[src/rtl/subtractor_seq.sv]
// Multi-cycle subtractor: Difference = A - B computed SLICE bits per clock with a
// rippled borrow; results and C/N/Z/V flags are registered on the completing edge.
module subtractor_seq #(
  parameter int WIDTH = 8,
  parameter int SLICE = 2
) (
  input  logic             clk,
  input  logic             rst_n,
  input  logic             start,
  input  logic [WIDTH-1:0] A,
  input  logic [WIDTH-1:0] B,
  output logic             busy,
  output logic             done,
  output logic [WIDTH-1:0] Difference,
  output logic             Bout,
  output logic             flagC,
  output logic             flagN,
  output logic             flagZ,
  output logic             flagV
);

  localparam int NSL = WIDTH / SLICE;
  localparam int CW  = (NSL > 1) ? $clog2(NSL) : 1;

  localparam logic [1:0] IDLE = 2'd0;
  localparam logic [1:0] RUN  = 2'd1;
  localparam logic [1:0] DONE = 2'd2;

  // Handshake: start is sampled only while busy=0 (IDLE or DONE); A/B are
  // captured on that edge. done is a one-cycle pulse with busy=0, and the
  // result outputs change only on the edge that raises done.
  logic [1:0]       state;
  logic [WIDTH-1:0] opa;
  logic [WIDTH-1:0] opb;
  logic [WIDTH-1:0] res;
  logic [WIDTH-1:0] res_next;
  logic             borrow;
  logic             a_msb;
  logic             b_msb;
  logic [CW-1:0]    cnt;
  logic [SLICE:0]   slice_diff;
  logic             last;

  // The extra top bit of slice_diff is the borrow out of the slice.
  always_comb begin
    slice_diff = {1'b0, opa[SLICE-1:0]} - {1'b0, opb[SLICE-1:0]}
               - {{SLICE{1'b0}}, borrow};
    res_next   = (res >> SLICE)
               | (WIDTH'(slice_diff[SLICE-1:0]) << (WIDTH - SLICE));
    last       = (cnt == CW'(NSL - 1));
  end

  always_ff @(posedge clk or negedge rst_n) begin
    if (!rst_n) begin
      state      <= IDLE;
      opa        <= '0;
      opb        <= '0;
      res        <= '0;
      borrow     <= 1'b0;
      a_msb      <= 1'b0;
      b_msb      <= 1'b0;
      cnt        <= '0;
      Difference <= '0;
      Bout       <= 1'b0;
      flagC      <= 1'b0;
      flagN      <= 1'b0;
      flagZ      <= 1'b0;
      flagV      <= 1'b0;
    end else begin
      case (state)
        IDLE, DONE: begin
          if (start) begin
            opa    <= A;
            opb    <= B;
            a_msb  <= A[WIDTH-1];
            b_msb  <= B[WIDTH-1];
            res    <= '0;
            borrow <= 1'b0;
            cnt    <= '0;
            state  <= RUN;
          end else begin
            state  <= IDLE;
          end
        end
        RUN: begin
          res    <= res_next;
          opa    <= opa >> SLICE;
          opb    <= opb >> SLICE;
          borrow <= slice_diff[SLICE];
          cnt    <= cnt + 1'b1;
          if (last) begin
            Difference <= res_next;
            Bout       <= slice_diff[SLICE];
            flagC      <= ~slice_diff[SLICE];
            flagN      <= res_next[WIDTH-1];
            flagZ      <= (res_next == '0);
            flagV      <= (a_msb != b_msb) && (res_next[WIDTH-1] != a_msb);
            state      <= DONE;
          end
        end
        default: state <= IDLE;
      endcase
    end
  end

  assign busy = (state == RUN);
  assign done = (state == DONE);

endmodule

[config.mk]
export PLATFORM = sky130hd
export DESIGN_NAME = subtractor_seq
export DESIGN_NICKNAME = d
export VERILOG_FILES = /design/src/rtl/subtractor_seq.sv
export SDC_FILE = /design/constraint.sdc
export NUM_CORES = 1
export LEC_CHECK = 0
export ABC_AREA = 0
export BUFFER_PORTS_ARGS = -buffer_cell sky130_fd_sc_hd__buf_4
export CAP_MARGIN = 20
export CORE_UTILIZATION = 40
export CTS_CLUSTER_SIZE = 24
export DETAILED_ROUTE_END_ITERATION = 12
export GPL_ROUTABILITY_DRIVEN = 0
export PLACE_DENSITY = 0.64
export SYNTH_ARGS = -nofsm -noshare
export SYNTH_HDL_FRONTEND = slang
export SYNTH_SLANG_ARGS = --single-unit
[constraint.sdc]
create_clock -name clk -period 6.32 [get_ports clk]
set_input_delay 1.58 -clock clk [delete_from_list [all_inputs] [get_ports clk]]
set_output_delay 1.58 -clock clk [all_outputs]
set_load 0.01 [all_outputs]
==> results of run 1 <==
==> tightest hold or removal path, stage by stage, from the launching register on <==
cell and delay [ns]:
dfrtp_1 0.35, nand2_1 0.05, o21ai_0 0.06
==> per-stage QoR <==
stage | hold WS, ns | utilization (%)
global route | 0.512 | 50.0
finish | 0.488 | 50.0
detailed placement | 0.471 | 47.0
CTS | 0.490 | 50.0
global placement | 0.463 | 47.0
floorplan | 0.449 | -
==> registers in the layout (all words and copies together), names as in the netlist <==
register    flops
borrow          1
state           2
Difference      8
cnt             2
Bout            1
flagC           1
b_msb           1
a_msb           1
opb             8
res             6
opa             8
flagZ           1
flagV           1
==> area by class of cell <==
type	count	area share [%]
sequential	41	47.1
clock buffer	5	3.16
multi-input combinational	86	31.4
timing repair buffer	33	11.4
inverter	6	1.03
clock inverter	3	2.99
tap	52	2.99
==> cells by family after synthesis <==
logic type	Yosys count
flip-flops	41
buffers and inverters	14
AND/OR/NAND/NOR	27
adder cells (fa/ha/maj)	5
AO/OA/AOI/OAI	30
XOR/XNOR	1
multiplexers	23
==> cells in the mapped netlist <==
library cell	number	area (sq um)
nor3_1	1	5.00
buf_4	1	7.51
inv_2	1	3.75
nand3b_4	1	20.0
nand2b_2	1	8.76
inv_1	5	18.8
nor2_1	1	3.75
nor2_2	1	6.26
nor4_1	1	6.26
buf_8	1	15.0
ha_1	3	37.5
nand2_1	16	60.1
mux2_2	10	113
and2b_1	1	7.51
a22o_1	10	87.6
xnor2_1	1	8.76
nand3_1	1	5.00
mux2_4	1	15.0
a21oi_1	1	5.00
fa_1	2	40.0
or2_2	1	6.26
mux2i_1	12	120
o21ai_1	5	25.0
buf_2	3	15.0
dfrtp_1	41	1030
nor2b_4	1	13.8
and3b_1	1	8.76
o21ai_0	11	55.1
o2bb2ai_1	2	17.5
o21bai_1	1	7.51
buf_6	3	33.8
==> worst max path at each step <==
stage / startpoint / end / slack, ns / cells past startpoint
2_1_floorplan: opa[0]$_DFFE_PN0P_ / flagZ$_DFFE_PN0P_ / 3.89 / 8
3_3_place_gp: start / cnt[0]$_DFFE_PN0P_ / 3.46 / 4
3_5_place_dp: start / cnt[0]$_DFFE_PN0P_ / 3.43 / 4
4_1_cts: state[0]$_DFFE_PN0P_ / busy / 3.21 / 3
5_1_grt: state[0]$_DFFE_PN0P_ / busy / 3.11 / 3
6_report: state[0]$_DFFE_PN0P_ / busy / 3.22 / 3
==> power groups by stage <==
| stage | Combinational, mW | Clock, mW | Sequential, mW |
|---|---|---|---|
| 3_3_place_gp | 0.478 | 0 | 0.452 |
| 2_1_floorplan | 0.357 | 0 | 0.454 |
| 4_1_cts | 0.498 | 0.252 | 0.453 |
| 6_report | 0.488 | 0.245 | 0.453 |
| 3_5_place_dp | 0.496 | 0 | 0.456 |
| 5_1_grt | 0.544 | 0.262 | 0.467 |
==> metal layers <==
metal | vias up | part of all wire (%) | global-route usage (%)
li1 | 549 | - | -
met1 | 548 | 46 | 19.5
met2 | 20 | 50 | 24.6
met3 | 2 | 3.1 | 3.95
met4 | 0 | 1.1 | 6.12
met5 | - | 0 | 0
==> cells in the final DEF (no fill, tap or decap), drive strengths merged <==
| master | count |
|---|---|
| dfrtp | 41 |
| buf | 33 |
| nand2 | 16 |
| o21ai | 16 |
| mux2i | 12 |
| mux2 | 11 |
| a22o | 10 |
| inv | 6 |
| clkbuf | 5 |
| ha | 3 |
| o2bb2ai | 2 |
| fa | 2 |
| bufinv | 2 |
| nor2 | 2 |
| nand2b | 1 |
| or2 | 1 |
| and2b | 1 |
| nor2b | 1 |
| nand3b | 1 |
| nor4 | 1 |
| xnor2 | 1 |
| nor3 | 1 |
| nand3 | 1 |
| and3b | 1 |
| a21oi | 1 |
| o21bai | 1 |
| clkinv | 1 |
==> flow_summary.json, run 1 <==
{
  "outcome": "finished, final reports clean",
  "layout_setup_ws_ns": 3.22,
  "tritoncts": "built",
  "critPathTopFamily": "buffers and inverters",
  "synth.distinct_cells": 31,
  "finalMaxSlewViolations": 0,
  "setup_viol": 0,
  "hpwlAfterDp_mm": 2.26,
  "clockPowerShare_pct": 20.6,
  "fill_cells": 396,
  "ir_worst_vdd_v": 0.000196,
  "antennaDiodeCount": 0,
  "die_x_um": 69.1,
  "grt_pass1_wl_mm": 5.75,
  "viasPerCell": 4.95,
  "reg2reg_depth": 8,
  "drcViolationCount": 0,
  "postCtsResizedCells": 0,
  "place_ws_ns": 3.43,
  "wl_per_cell_um": 14.7,
  "synthAdderAreaFrac_pct": 4.30,
  "seq_area_sq_um": 1030,
  "syn_area_sq_um": 1800,
  "die_area_sq_um": 4780,
  "post-cts-setup-buffers": 0,
  "fin_area_sq_um": 2180,
  "p_seq_share_pct": 38.2,
  "clock.fmax_mhz": 322,
  "place_inst": 218,
  "drtPass1Iterations": 4,
  "clock_skew_ns": 0.00561,
  "cp_slowest_stage_delay_ns": 0.48,
  "yosys-mux-area-fraction_pct": 13.7,
  "hold_viol": 0,
  "h-tree-depth": 2,
  "regToRegEndpoint": "flagZ$_DFFE_PN0P_",
  "die_y_um": 69.1,
  "intPower_mw": 0.771,
  "cp.buffers_inverters": 2,
  "synth_xor_area_share_pct": 0.486,
  "start_kind": "register",
  "worstPathArrival_ns": 1.52,
  "p_per_area_nw_per_um2": 544,
  "synthSimpleGateAreaFrac_pct": 8.40,
  "whs_endpoint": "flagZ$_DFFE_PN0P_",
  "period_minus_slack_ns": 3.10,
  "multiInputGateArea_sq_um": 683,
  "overflow": 0,
  "instances_no_fill": 226,
  "syn-num-nets": 165,
  "yosysWarnings": 0,
  "avgSynthCellArea_sq_um": 12.8,
  "portBuffers": 33,
  "p_switching_mw": 0.415,
  "reg2reg_from": "opa[0]$_DFFE_PN0P_",
  "worstMarginPinSlew_ns": 0.629,
  "critPathKind": "reg -> out",
  "ant_nets": 0,
  "initialDrtViolationCount": 88,
  "clkTransAtPathRegs_ns": 0.08,
  "initial_core_util_pct": 41.4,
  "max_slew_margin_pct": 58.0,
  "worst-path-max-fanout": 33,
  "maxCapViolCount": 0,
  "cts_hold_buf": 0,
  "p_leak_nw": 1.05,
  "drive_gt1_share_pct": 33.3,
  "grt_max_degree": 42,
  "hp-start": "flagZ$_DFFE_PN0P_",
  "cts_root_buf": "clkbuf_8",
  "antenna_found_initial": 0,
  "swShare_pct": 35.0,
  "syn_to_final_growth_pct": 20.8,
  "setup_tns_ns": 0,
  "hp-class": "reg -> reg",
  "wirelength_mm": 3.32,
  "grt_pass1_vias": 1214,
  "ys_seq_area_share_pct": 56.9,
  "rows": 24,
  "final_net_count": 197,
  "r2r_slack_ns": 3.73,
  "crit_path_end_kind": "primary output",
  "syn_inst": 141,
  "hold_depth": 2,
  "synth_seq_cells": 41,
  "coreArea_sq_um": 4350,
  "clockBufferDepth": 2,
  "timing.final.crit_share_pct": 49.1,
  "grt_usage_pct": 15.2,
  "cts_sinks": 41,
  "finalPower_mw": 1.19,
  "clk_latency_ns": 0.29,
  "postPlaceCellArea_sq_um": 2040,
  "synth_compound_area_share_pct": 11.0,
  "synth_top_family_by_area": "multiplexers",
  "vias": 1119,
  "slowest_stage": "dfrtp_1",
  "numCtsBuffers": 5,
  "cp_cell_sequence": "nand2b_2 > inv_2 > buf_4",
  "io_pins": 34,
  "p_comb_share_pct": 41.2,
  "grt_setup_unrepaired": "false",
  "crit_required_ns": 4.74
}
No activity file was read; power rests on OpenSTA's default activity.
==> run 2: changes to the inputs <==
PLACE_DENSITY = 0.66   (was 0.64)
clock period = 2.85 ns   (was 6.32 ns; I/O delays follow)
==> run 2 against run 1 <==
Clock skew fell by 0.0020 ns. Critical path type is now reg -> reg. Via count increased by 3.4%. Die area did not move. Clock-buffer cell count rose by 2. Cell count stayed put. Flip-flop and latch count unchanged. Worst hold slack worse by 0.097 ns. Routed wire length is 2.7% lower. Utilization fell by 0.92 points. First-iteration DRC count down 35%.
==> flow_summary.json, run 2 (synthesis results as in run 1) <==
{
  "outcome": "finished, final reports clean",
  "worstPathArrival_ns": 2.79,
  "p_leak_nw": 1.04,
  "wirelength_mm": 3.23,
  "rows": 24,
  "syn_to_final_growth_pct": 18.6,
  "portBuffers": 33,
  "clock.fmax_mhz": 387,
  "die_x_um": 69.1,
  "hold_viol": 0,
  "clk_latency_ns": 0.28,
  "initialDrtViolationCount": 57,
  "numCtsBuffers": 5,
  "overflow": 0,
  "cp_slowest_stage_delay_ns": 0.57,
  "cts_sinks": 41,
  "wl_per_cell_um": 14.3,
  "coreArea_sq_um": 4350,
  "finalMaxSlewViolations": 0,
  "ant_nets": 0,
  "post-cts-setup-buffers": 0,
  "critPathMostFrequentCell": "fa_1",
  "die_area_sq_um": 4780,
  "fin_util_pct": 49.1,
  "drive_gt1_share_pct": 32.8,
  "final_net_count": 198,
  "hpwlAfterDp_mm": 2.27,
  "postCtsResizedCells": 0,
  "worst-path-max-fanout": 5,
  "antenna_found_initial": 0,
  "viasPerCell": 5.12,
  "grt_usage_pct": 15.3,
  "drcViolationCount": 0,
  "maxCapViolCount": 0,
  "final_common_cell": "dfrtp_1",
  "timing.final.crit_share_pct": 90.7,
  "period_minus_slack_ns": 2.58,
  "grt_max_degree": 42,
  "mostFrequentLayoutCells": "41 x dfrtp_1, 34 x buf_4, 16 x nand2_1",
  "max_slew_margin_pct": 60.1,
  "tritoncts": "built",
  "antennaDiodeCount": 0,
  "drtPass1Iterations": 4,
  "setup_viol": 0,
  "initial_core_util_pct": 41.4,
  "io_pins": 34,
  "grt_setup_unrepaired": "false",
  "vias": 1157,
  "p_per_area_nw_per_um2": 1150,
  "worstMarginPinSlew_ns": 0.598,
  "cts_hold_buf": 0,
  "reg2reg_from": "opa[0]$_DFFE_PN0P_",
  "die_y_um": 69.1,
  "ir_worst_vdd_v": 0.000341,
  "crit_required_ns": 3.05,
  "setup_tns_ns": 0,
  "holdWs_ns": 0.391,
  "clock_skew_ns": 0.00360,
  "cp_cell_sequence": "fa_1 > inv_1 > ha_1 > or2_2 > fa_1 > nor4_1 > nand3_1 > o21ai_0",
  "clockBufferDepth": 2,
  "grt_pass1_vias": 1270,
  "critPathTopFamily": "adder cells",
  "cts_root_buf": "clkbuf_8",
  "h-tree-depth": 2,
  "hp-class": "in -> async",
  "critPathKind": "reg -> reg",
  "crit_start": "opa[0]$_DFFE_PN0P_",
  "slowest_stage": "fa_1",
  "reg.largest.list": "Difference: 8 flops, opa: 8 flops, opb: 8 flops",
  "cp.buffers_inverters": 1,
  "start_kind": "register",
  "clkTransAtPathRegs_ns": 0.07,
  "grt_pass1_wl_mm": 5.82,
  "crit_path_end_kind": "register"
}
==> run 2: through the flow <==
step           instances  instance area, sq um  power, mW  setup WS (ns)
6_report             226                  2140       2.45          0.266
5_1_grt              226                  2140       2.67          0.121
4_1_cts              226                  2140       2.48          0.259
3_5_place_dp         219                  2050       2.11          0.234
3_3_place_gp         219                  2050       2.05          0.362
2_1_floorplan        141                  1800       1.80          0.415
==> run 2: where the power goes <==
| part | internal, mW | switching [mW] |
|---|---|---|
| clock | 0.192 | 0.181 |
| sequential | 0.832 | 0.170 |
| combinational | 0.533 | 0.541 |
==> run 2: area by class of cell <==
type                            count  area, sq um
Inverter                            6         22.5
Sequential cell                    41         1030
Clock buffer                        7         86.3
Timing Repair Buffer               34          255
Tap cell                           52         65.1
Multi-Input combinational cell     86          683
Fill cell                         392         2220
==> run 2: worst paths after layout <==
kind / to / slack (ns) / depth (start not counted)
min: Difference[2]$_DFFE_PN0P_ / 0.39 / 1
min reg2reg: opb[2]$_DFFE_PN0P_ / 0.48 / 2
max reg2reg: flagZ$_DFFE_PN0P_ / 0.27 / 8
max in group asynchronous: Difference[7]$_DFFE_PN0P_ / 2.11 / 1
min in group clk: opb[2]$_DFFE_PN0P_ / 0.48 / 2
max: flagZ$_DFFE_PN0P_ / 0.27 / 8
==> run 2: worst register-to-register path: cells and delay by family (launching register included) <==
family                     cells  cell delay, ns
adders and majority gates      3            1.25
AOI/OAI and AO/OA              1            0.14
DFF                            1            0.40
buffers and inverters          1            0.05
and+or+nand+nor                3            0.66
==> run 2: metal layers <==
| metal | track usage (%) | vias to the layer above | wire (um) | part of all wire, % |
|---|---|---|---|---|
| met1 | 19.9 | 575 | 1500 | 46 |
| met5 | 0 | - | 0 | 0 |
| li1 | - | 555 | - | - |
| met4 | 7.48 | 0 | 65 | 2.0 |
| met2 | 24.8 | 19 | 1590 | 49 |
| met3 | 2.49 | 8 | 75 | 2.3 |
==> run 3: changes to the inputs <==
CELL_PAD_IN_SITES_DETAIL_PLACEMENT = 1   (was default)
CELL_PAD_IN_SITES_GLOBAL_PLACEMENT = 2   (was default)
CORE_UTILIZATION = 33   (was 40)
PLACE_DENSITY = 0.78   (was 0.66)
RECOVER_POWER = 100   (was default)
==> run 3 against run 2 <==
Via count is 3.9% higher. Combinational power is 7% lower. Register-to-register slack got worse by 0.05 ns. Critical path depth unchanged. Non-clock buffer count grew 1. Clock skew is 0.0032 ns higher. Flip-flop and latch count stayed put. Clock-buffer cell count unchanged. Total power rose by 1.6%. Routed wire length grew 15%. Cell count is 8.8% higher.
==> flow_summary.json, run 3 (synthesis results as in run 1) <==
{
  "outcome": "finished, final reports clean",
  "die_y_um": 75.9,
  "clockBufferDepth": 2,
  "initial_core_util_pct": 34.9,
  "numCtsBuffers": 5,
  "critPathMostFrequentCell": "fa_1",
  "hold_viol": 0,
  "finalPower_mw": 2.49,
  "initialDrtViolationCount": 70,
  "worst-path-stages": 8,
  "max_slew_margin_pct": 30.8,
  "io_pins": 34,
  "grt_pass1_wl_mm": 6.50,
  "h-tree-depth": 2,
  "grt_max_degree": 42,
  "period_minus_slack_ns": 2.64,
  "die_x_um": 75.9,
  "hp-class": "reg -> reg",
  "finalMaxSlewViolations": 0,
  "critPathTopFamily": "adder cells",
  "final_common_cell": "dfrtp_1",
  "grt_pass1_vias": 1298,
  "reg.largest.list": "Difference: 8 flops, opa: 8 flops, opb: 8 flops",
  "multiInputGateArea_sq_um": 657,
  "r2r_slack_ns": 0.21,
  "setup_tns_ns": 0,
  "cp_slowest_stage_delay_ns": 0.57,
  "vias": 1202,
  "drcViolationCount": 0,
  "wirelength_mm": 3.72,
  "rows": 26,
  "grt_usage_pct": 14.6,
  "tritoncts": "built",
  "p_per_area_nw_per_um2": 1180,
  "die_area_sq_um": 5760,
  "drive_gt1_share_pct": 22.2,
  "cp.buffers_inverters": 1,
  "slowest_stage": "fa_1",
  "overflow": 0,
  "final_net_count": 199,
  "hpwlAfterDp_mm": 2.64,
  "mostFrequentLayoutCells": "41 x dfrtp_1, 18 x buf_4, 16 x nand2_1, 16 x o21ai_0, 16 x clkbuf_1",
  "seq_area_sq_um": 1030,
  "cp_cell_sequence": "fa_1 > inv_1 > ha_1 > or2_2 > fa_1 > nor4_1 > nand3_1 > o21ai_0",
  "cts_hold_buf": 0,
  "maxCapViolCount": 0,
  "syn_to_final_growth_pct": 17.2,
  "wl_per_cell_um": 15.1,
  "timing.final.crit_share_pct": 92.5,
  "grt_setup_unrepaired": "false",
  "cts_root_buf": "clkbuf_8",
  "clk_latency_ns": 0.30,
  "post-cts-setup-buffers": 0,
  "start_kind": "register",
  "fill_cells": 574,
  "crit_required_ns": 3.05,
  "portBuffers": 33,
  "hold_depth": 2,
  "p_leak_nw": 0.970,
  "clock.fmax_mhz": 379,
  "setup_viol": 0,
  "cts_sinks": 41,
  "antennaDiodeCount": 0,
  "clock_skew_ns": 0.00677,
  "viasPerCell": 4.89,
  "clkTransAtPathRegs_ns": 0.08,
  "crit_path_end_kind": "register",
  "coreArea_sq_um": 5170,
  "worstMarginPinSlew_ns": 1.04,
  "ant_nets": 0,
  "worst-path-max-fanout": 5,
  "reg2reg_depth": 8,
  "ir_worst_vdd_v": 0.000269,
  "postCtsResizedCells": 0,
  "critPathKind": "reg -> reg",
  "antenna_found_initial": 0,
  "worstPathArrival_ns": 2.84,
  "drtPass1Iterations": 4
}
run 3: changes by cell type in the layout (fill, tap and decap cells not counted), sizes merged:
cell    delta
clkbuf    +17
buf       -16
bufinv     +1
run 3: per-stage QoR:
step                      cell area (sq um)  utilization [%]  hold WS, ns  std cells  setup slack [ns]
after floorplan                        1800                -        0.417        141             0.415
after global placement                 2080             40.3        0.464        238             0.326
after detailed placement               2080             40.3        0.479        238             0.212
after CTS                              2200             42.5        0.396        246             0.200
after global routing                   2110             40.9        0.518        246            0.0273
final                                  2110             40.9        0.489        246             0.215
run 3: cell type report:
class	count	share of cell area, %
Clock buffer	7	4.09
Sequential cell	41	48.5
Clock inverter	1	1.42
Timing Repair Buffer	35	9.65
Multi-Input combinational cell	86	31.1
Tap cell	70	4.14
Inverter	6	1.07
run 3: worst register-to-register path, stage by stage, from the launching register on:
cell and delay, ns:
dfrtp_1 0.41, fa_1 0.57, inv_1 0.05, ha_1 0.16, or2_2 0.28, fa_1 0.52, nor4_1 0.30, nand3_1 0.09
o21ai_0 0.17
run 3: power by group:
part / switching, mW / internal, mW / total, mW
Clock: 0.199 / 0.286 / 0.484
Sequential: 0.168 / 0.832 / 1.00
Combinational: 0.554 / 0.449 / 1.00
Total: 0.920 / 1.57 / 2.49
run 3: final timing paths:
path | from | to
min reg2reg | Bout$_DFFE_PN0P_ | Bout$_DFFE_PN0P_
max | opa[0]$_DFFE_PN0P_ | flagZ$_DFFE_PN0P_
max reg2reg | opa[0]$_DFFE_PN0P_ | flagZ$_DFFE_PN0P_
min | Bout$_DFFE_PN0P_ | Bout$_DFFE_PN0P_
max in group asynchronous | rst_n | opb[7]$_DFFE_PN0P_
min in group asynchronous | rst_n | Difference[0]$_DFFE_PN0P_
run 3: routing by layer:
metal | global-route usage [%] | vias up | wire length (um)
met5 | 0 | - | 0
met4 | 8.65 | 0 | 100
met3 | 3.49 | 7 | 103
met2 | 23.0 | 16 | 1820
met1 | 18.4 | 624 | 1690
li1 | - | 555 | -
